## src/rtl/seq_multiplier.sv

```systemverilog
// seq_multiplier: shift-add unsigned multiplier, one partial product per clock.
// Ports:
//   clk, rst (sync, active-high)
//   start, a, b  -> request a multiply with operands a and b
//   busy         -> high during the WIDTH accumulate cycles
//   done         -> one-cycle pulse when product updates
//   product      -> 2*WIDTH result, held until the next result
//   seg_lo/seg_hi -> hex digits of product[3:0]/[7:4] (SEG7_HEX_EN only)
// Optional feature macro: SEG7_HEX_EN.
module seq_multiplier #(
    parameter int WIDTH = 3
) (
    input  logic               clk,
    input  logic               rst,
    input  logic               start,
    input  logic [WIDTH-1:0]   a,
    input  logic [WIDTH-1:0]   b,
    output logic               busy,
    output logic               done,
    output logic [2*WIDTH-1:0] product
`ifdef SEG7_HEX_EN
    ,
    output logic [6:0]         seg_lo,
    output logic [6:0]         seg_hi
`endif
);

    localparam int PW = 2 * WIDTH;
    localparam int CW = $clog2(WIDTH + 1);

    typedef enum logic [1:0] {
        IDLE,
        BUSY,
        DONE
    } state_t;

    state_t           state;
    logic [PW-1:0]    acc;
    logic [PW-1:0]    mcand;
    logic [WIDTH-1:0] mplier;
    logic [CW-1:0]    count;

`ifdef SEG7_HEX_EN
    // Pad so the upper nibble exists even for narrow products.
    logic [PW+7:0] acc_ext;
    assign acc_ext = {8'd0, acc};

    function automatic logic [6:0] hex7(input logic [3:0] d);
        logic [6:0] s;
        s = 7'h00;
        unique case (d)
            4'h0: s = 7'h3F;
            4'h1: s = 7'h06;
            4'h2: s = 7'h5B;
            4'h3: s = 7'h4F;
            4'h4: s = 7'h66;
            4'h5: s = 7'h6D;
            4'h6: s = 7'h7D;
            4'h7: s = 7'h07;
            4'h8: s = 7'h7F;
            4'h9: s = 7'h6F;
            4'hA: s = 7'h77;
            4'hB: s = 7'h7C;
            4'hC: s = 7'h39;
            4'hD: s = 7'h5E;
            4'hE: s = 7'h79;
            4'hF: s = 7'h71;
            default: s = 7'h00;
        endcase
        return s;
    endfunction
`endif

    always_ff @(posedge clk) begin
        if (rst) begin
            state   <= IDLE;
            busy    <= 1'b0;
            done    <= 1'b0;
            product <= '0;
            acc     <= '0;
            mcand   <= '0;
            mplier  <= '0;
            count   <= '0;
`ifdef SEG7_HEX_EN
            seg_lo  <= 7'b0111111;
            seg_hi  <= 7'b0111111;
`endif
        end else begin
            done <= 1'b0;
            unique case (state)
                IDLE: begin
                    if (start) begin
                        mcand  <= {{WIDTH{1'b0}}, a};
                        mplier <= b;
                        acc    <= '0;
                        count  <= '0;
                        busy   <= 1'b1;
                        state  <= BUSY;
                    end
                end
                BUSY: begin
                    if (mplier[0]) begin
                        acc <= acc + mcand;
                    end
                    mcand  <= mcand << 1;
                    mplier <= mplier >> 1;
                    count  <= count + CW'(1);
                    if (count == CW'(WIDTH - 1)) begin
                        busy  <= 1'b0;
                        state <= DONE;
                    end
                end
                DONE: begin
                    product <= acc;
                    done    <= 1'b1;
`ifdef SEG7_HEX_EN
                    seg_lo  <= hex7(acc_ext[3:0]);
                    seg_hi  <= hex7(acc_ext[7:4]);
`endif
                    // Back-to-back: acc is read above before being cleared.
                    if (start) begin
                        mcand  <= {{WIDTH{1'b0}}, a};
                        mplier <= b;
                        acc    <= '0;
                        count  <= '0;
                        busy   <= 1'b1;
                        state  <= BUSY;
                    end else begin
                        state <= IDLE;
                    end
                end
                default: begin
                    state <= IDLE;
                end
            endcase
        end
    end

endmodule
```

## config.mk

```make
export PLATFORM = sky130hd
export DESIGN_NAME = seq_multiplier
export DESIGN_NICKNAME = d
export VERILOG_FILES = /design/src/rtl/seq_multiplier.sv
export SDC_FILE = /design/constraint.sdc
export NUM_CORES = 1
export LEC_CHECK = 0
export ABC_AREA = 1
export BUFFER_PORTS_ARGS = -buffer_cell sky130_fd_sc_hd__buf_4
export CAP_MARGIN = 40
export CORE_MARGIN = 5
export CORE_UTILIZATION = 40
export CTS_CLUSTER_DIAMETER = 50
export DETAILED_ROUTE_END_ITERATION = 8
export GPL_TIMING_DRIVEN = 0
export SLEW_MARGIN = 25
export SYNTH_ARGS = -nofsm -noshare
export SYNTH_HDL_FRONTEND = slang
export SYNTH_SLANG_ARGS = --single-unit
export TNS_END_PERCENT = 10
```

## constraint.sdc

```tcl
create_clock -name clk -period 1.7 [get_ports clk]
set_clock_uncertainty 0.05 [all_clocks]
set_input_delay 0.255 -clock clk [delete_from_list [all_inputs] [get_ports clk]]
set_output_delay 0.255 -clock clk [all_outputs]
set_load 0.05 [all_outputs]
```

==> Yosys cells after proc, flatten, opt, wreduce, memory -nomap -nowiden <==
Index checks and enable logic that the tools add are counted.
{ "totals": {"register_bits": 27, "input_bits": 9, "elab_cells": 41} }
{ "op_classes": {"addsub": 2, "eq_ne": 7, "mux": 17, "n_reduce_logical": 7} }
{ "op_table": {"columns": ["operator", "count"], "rows": [
  ["case mux 6 bit (2 select lines)", 2],
  ["2-to-1 mux 6 bit", 3],
  ["adder 6 bit", 1],
  ["2-to-1 mux 2 bit", 3],
  ["inequality test 2 bit, second input constant", 3],
  ["case mux 2 bit (3 select lines)", 1],
  ["case mux 3 bit (2 select lines)", 1],
  ["AND reduction 3 bit", 2],
  ["equality test 2 bit, second input constant", 2],
  ["2-to-1 mux 1 bit", 4],
  ["case mux 2 bit (2 select lines)", 1],
  ["AND reduction 2 bit", 2],
  ["2-to-1 mux 3 bit", 1],
  ["adder 2 x 1 -> 2 bit, second input constant", 1],
  ["equality test 2 x 1 -> 1 bit, second input constant", 1],
  ["logical NOT 2 bit", 1],
  ["inequality test 2 x 1 -> 1 bit, second input constant", 1],
  ["case mux 1 bit (2 select lines)", 1],
  ["nonzero test 2 bit", 1],
  ["OR reduction 2 bit", 1]
]} }

==> Longest topological paths before layout <==
{ "logic_depth": {"word_depth": 4, "ltp_mapped": 8, "mapped_depth_nobuf": 8} }

==> Worst setup path before layout <==
Ideal clock, no wire load.
{ "synth_path": {"kind": "reg2reg", "from": "reg acc[0]", "to": "reg acc[4]", "t_arrival_ps": 1350, "required_ps": 1583, "setup_slack_ps": 232, "stages_incl_launch_ff": 8, "n_path_buf": 0, "cell_sequence": "dfxtp_1 ha_1 fa_1 nand3_1 nand2_1 a21oi_2 o21ai_1 a21oi_2"} }
{ "synth_via": {"elab_chain_cells": 3} }
{ "synth_lines": {"columns": ["item", "line_no", "source"], "rows": [
  ["start, declared", "38", "logic [PW-1:0] acc;"],
  ["start signal, assigned", "103", "acc <= acc + mcand;"],
  ["adder 6 bit", "103", null],
  ["2-to-1 mux 6 bit", "102", "if (mplier[0]) begin"],
  ["case mux 6 bit (2 select lines)", "90", "unique case (state)"]
]} }
Every way passes these cells. The select of a mux whose other input is x is not followed.
A chain may end at the register's enable or synchronous reset.

==> Worst setup path after layout <==
{ "layout_path": {"from": "reg mcand[0]", "to": "reg acc[4]"} }
{ "layout_via": {"elab_chain_cells": 3} }
{ "layout_lines": {"columns": ["item", "line_no", "source"], "rows": [
  ["start, declared", "39", "logic [PW-1:0] mcand;"],
  ["start signal, assigned", "93", "mcand <= {{WIDTH{1'b0}}, a};"],
  ["start signal, assigned", "105", "mcand <= mcand << 1;"],
  ["start signal, assigned", "122", "mcand <= {{WIDTH{1'b0}}, a};"],
  ["adder 6 bit", "103", null],
  ["2-to-1 mux 6 bit", "102", null],
  ["case mux 6 bit (2 select lines)", "90", null]
]} }
Every way passes these cells. The select of a mux whose other input is x is not followed.

==> impl_metrics.env <==
export IMPL_crit_path_cell_trace="ha_1 > fa_2 > nand3_1 > nand2_1 > a21oi_2 > o21ai_1 > a21oi_2"
export IMPL_die_h_um=65.31
export IMPL_fmax_mhz=646.3
export IMPL_slowest_stage="dfxtp_1"
export IMPL_drive_above_1_share_pct=18.75
export IMPL_yosysSeqAreaShare_pct=44.17
export IMPL_grt_max_degree=16
export IMPL_synth_area_um2=1224
export IMPL_grt_pass1_wl_um=4388
export IMPL_avgViaCountPerCell=5.019
export IMPL_p_switching_uw=316.9
export IMPL_clk_pin_slew_worst_paths_ns=0.15
export IMPL_grt_pass1_vias=1086
export IMPL_period_share_pct=91.01
export IMPL_syn_area_per_cell_um2=7.794
export IMPL_fin_cells=209
export IMPL_gp_congestion=0.8074
export IMPL_dpl_hpwl_um=1959
export IMPL_drt_iter0_markers=21
export IMPL_rsz0062_at_grt="false"
export IMPL_setup_viol=0
export IMPL_holdWs_ns=0.1191
export IMPL_antenna_found_initial=0
export IMPL_yosysTopAreaCell="dfxtp_1"
export IMPL_finalHoldViolCount=0
export IMPL_finalWorstPathRequiredPeriod_ns=1.547
export IMPL_cp_common_cell="a21oi_2"
export IMPL_dp_cells=205
export IMPL_power_frac_seq_pct=60.8
export IMPL_dr_pass1_iters=2
export IMPL_rrSetupSlack_ns=0.15
export IMPL_grt_usage_pct=13.01
export IMPL_clockPowerShare_pct=24.8
export IMPL_synth_cell_types=23
export IMPL_wl_per_cell_um=11.91
export IMPL_status="finished, final reports clean"
export IMPL_tightest_slew_ns=0.5033
export IMPL_synth_xor_xnor_area_share_pct=0.7157
export IMPL_muxShareOfSynthArea_pct=0
export IMPL_totalWireLength_um=2489
export IMPL_p_int_uw=804.2
export IMPL_final_core_util_pct=46.88
export IMPL_required_ns=1.92
export IMPL_cp_buffers_inverters=0
export IMPL_fin_setup_tns_ns=0
export IMPL_io_pin_count=17
export IMPL_fp_dieW_um=65.31
export IMPL_slowest_delay_ns=0.37
export IMPL_crit_type="register to register"
export IMPL_synth_compound_area_share_pct=15.95
export IMPL_drc=0
export IMPL_grt_ovfl_total=0
export IMPL_hp_class="input port to register"
export IMPL_initial_utilization_pct=40.75
export IMPL_rows=20
export IMPL_slew_violations=0
export IMPL_power_density_nw_per_um2=796.5
export IMPL_yosys_register_bits=27
export IMPL_cts_setup_buffers=0
export IMPL_yosys_top_cells_area="dfxtp_1 (44%), nand2_1 (13%), a21oi_1 (6.5%), ha_1 (6.1%), nor2_1 (4.0%)"
export IMPL_area_delta_synth_final_pct=15.03
export IMPL_htreeDepth=1
export IMPL_critPathMaxFanout=3
export IMPL_synth_nets=173
export IMPL_synth_top_family_by_area="simple AND/OR/NAND/NOR gates"
export IMPL_swShare_pct=28.27
export IMPL_cts_made_buffers=3
export IMPL_synth_warnings=0
export IMPL_clock_latency_ns=0.32
export IMPL_startpoint_type="register"
export IMPL_p_comb_share_pct=14.4
export IMPL_diodes=0
export IMPL_cts_tree="yes"
export IMPL_die_area_um2=4265
export IMPL_clockRootBuffer="clkbuf_4"
export IMPL_clockBufferDepth=2
export IMPL_synthCells=157
export IMPL_worst_path_dominant_cell_family="adder cells"
export IMPL_vias=1049
export IMPL_endpoint_kind="register"
export IMPL_leakagePower_nw=0.6374
export IMPL_ant_nets=0
export IMPL_maxCapViolCount=0
export IMPL_slew_headroom_pct=66.45
export IMPL_yosys_area_share_simple_pct=25.66
export IMPL_cts_sinks=27
export IMPL_synth_fa_ha_area_share_pct=7.771
export IMPL_cp_data_arrival_time_ns=1.77
export IMPL_peakVddDrop_mv=0.5941
export IMPL_netlist_area_leader_share_pct=44.17
export IMPL_nNetsFinal=193
export IMPL_port_buffers=15
export IMPL_core_um2=3003
==> worst reg2reg max path: stages, from the launching register on <==
cell     delay [ns]
dfxtp_1        0.37
ha_1           0.24
fa_2           0.36
nand3_1        0.09
nand2_1        0.08
a21oi_2        0.11
o21ai_1        0.08
a21oi_2        0.11
==> kinds of logic after synthesis <==
family / after synthesis
compound gates: 36
xor+xnor: 1
fa+ha+maj: 7
buf+inv: 17
flops: 27
simple gates: 69
==> layout make-up <==
class / count / area (µm²)
fill: 321 / 1595
timing repair buffer: 15 / 112.6
multi-input combinational: 113 / 615.6
clock inverter: 1 / 5.005
inverter: 14 / 58.81
sequential: 27 / 540.5
clock buffer: 3 / 22.52
buffer: 3 / 11.26
tap: 33 / 41.29
==> per-stage QoR <==
stage                     worst slack, ns  area, µm²  power [mW]
after floorplan                    0.2322       1224      0.8081
after global placement             0.1248       1378      0.8515
after detailed placement           0.1214       1378      0.8577
after CTS                         0.08871       1405       1.131
after global routing              0.04575       1408       1.181
final                              0.1528       1408       1.121
==> registers in the layout (all words and copies together) (netlist names) <==
signal   count
acc          6
mcand        6
product      6
mplier       3
count        2
state        2
busy         1
done         1
==> power by group through the flow <==
stage,clock network [mW],registers [mW],logic [mW]
2_1_floorplan,0,0.699,0.109
3_3_place_gp,0,0.694,0.157
3_5_place_dp,0,0.696,0.162
4_1_cts,0.287,0.682,0.163
5_1_grt,0.314,0.685,0.182
6_report,0.278,0.682,0.161
==> per-layer routing <==
metal  track usage, %  vias to the layer above  wire, µm
met3            4.274                        2       105
li1                 -                      556         -
met5                0                        -         0
met2            24.27                       17      1284
met1            13.80                      474      1082
met4            3.627                        0        17
==> final timing paths <==
kind,to,startpoint,cells past startpoint
setup / recovery,acc[4]$_SDFFE_PP0P_,mcand[0]$_SDFFE_PP0P_,7
hold / removal,mplier[2]$_SDFFE_PP0P_,b[2],3
setup reg to reg,acc[4]$_SDFFE_PP0P_,mcand[0]$_SDFFE_PP0P_,7
hold reg to reg,mplier[2]$_SDFFE_PP0P_,mplier[2]$_SDFFE_PP0P_,2
==> what timing repair did <==
item	4_1_cts	5_1_grt
endpoints found under the setup margin	0	1
gates resized for setup	0	1
hold buffers	0	0
==> cell usage after synthesis <==
library cell	count
a211oi_1	1
a21oi_1	16
a21oi_2	2
a31oi_1	4
clkbuf_1	3
clkinv_2	1
dfxtp_1	27
fa_1	1
ha_1	6
inv_1	8
inv_2	4
inv_6	1
nand2_1	44
nand2_2	1
nand2_4	1
nand3_1	6
nand4_1	1
nor2_1	13
nor2_8	2
o21ai_0	8
o21ai_1	5
or2_2	1
xor2_1	1
==> cell usage in the layout, fill, tap and decap left out, drive strengths merged <==
cell type,n
nand2,46
dfxtp,27
a21oi,18
buf,15
nor2,15
inv,13
o21ai,13
nand3,6
ha,6
clkbuf,6
a31oi,4
clkinv,2
or2,1
xor2,1
nand4,1
a211oi,1
fa,1
Power figures use the tool's default switching activity.
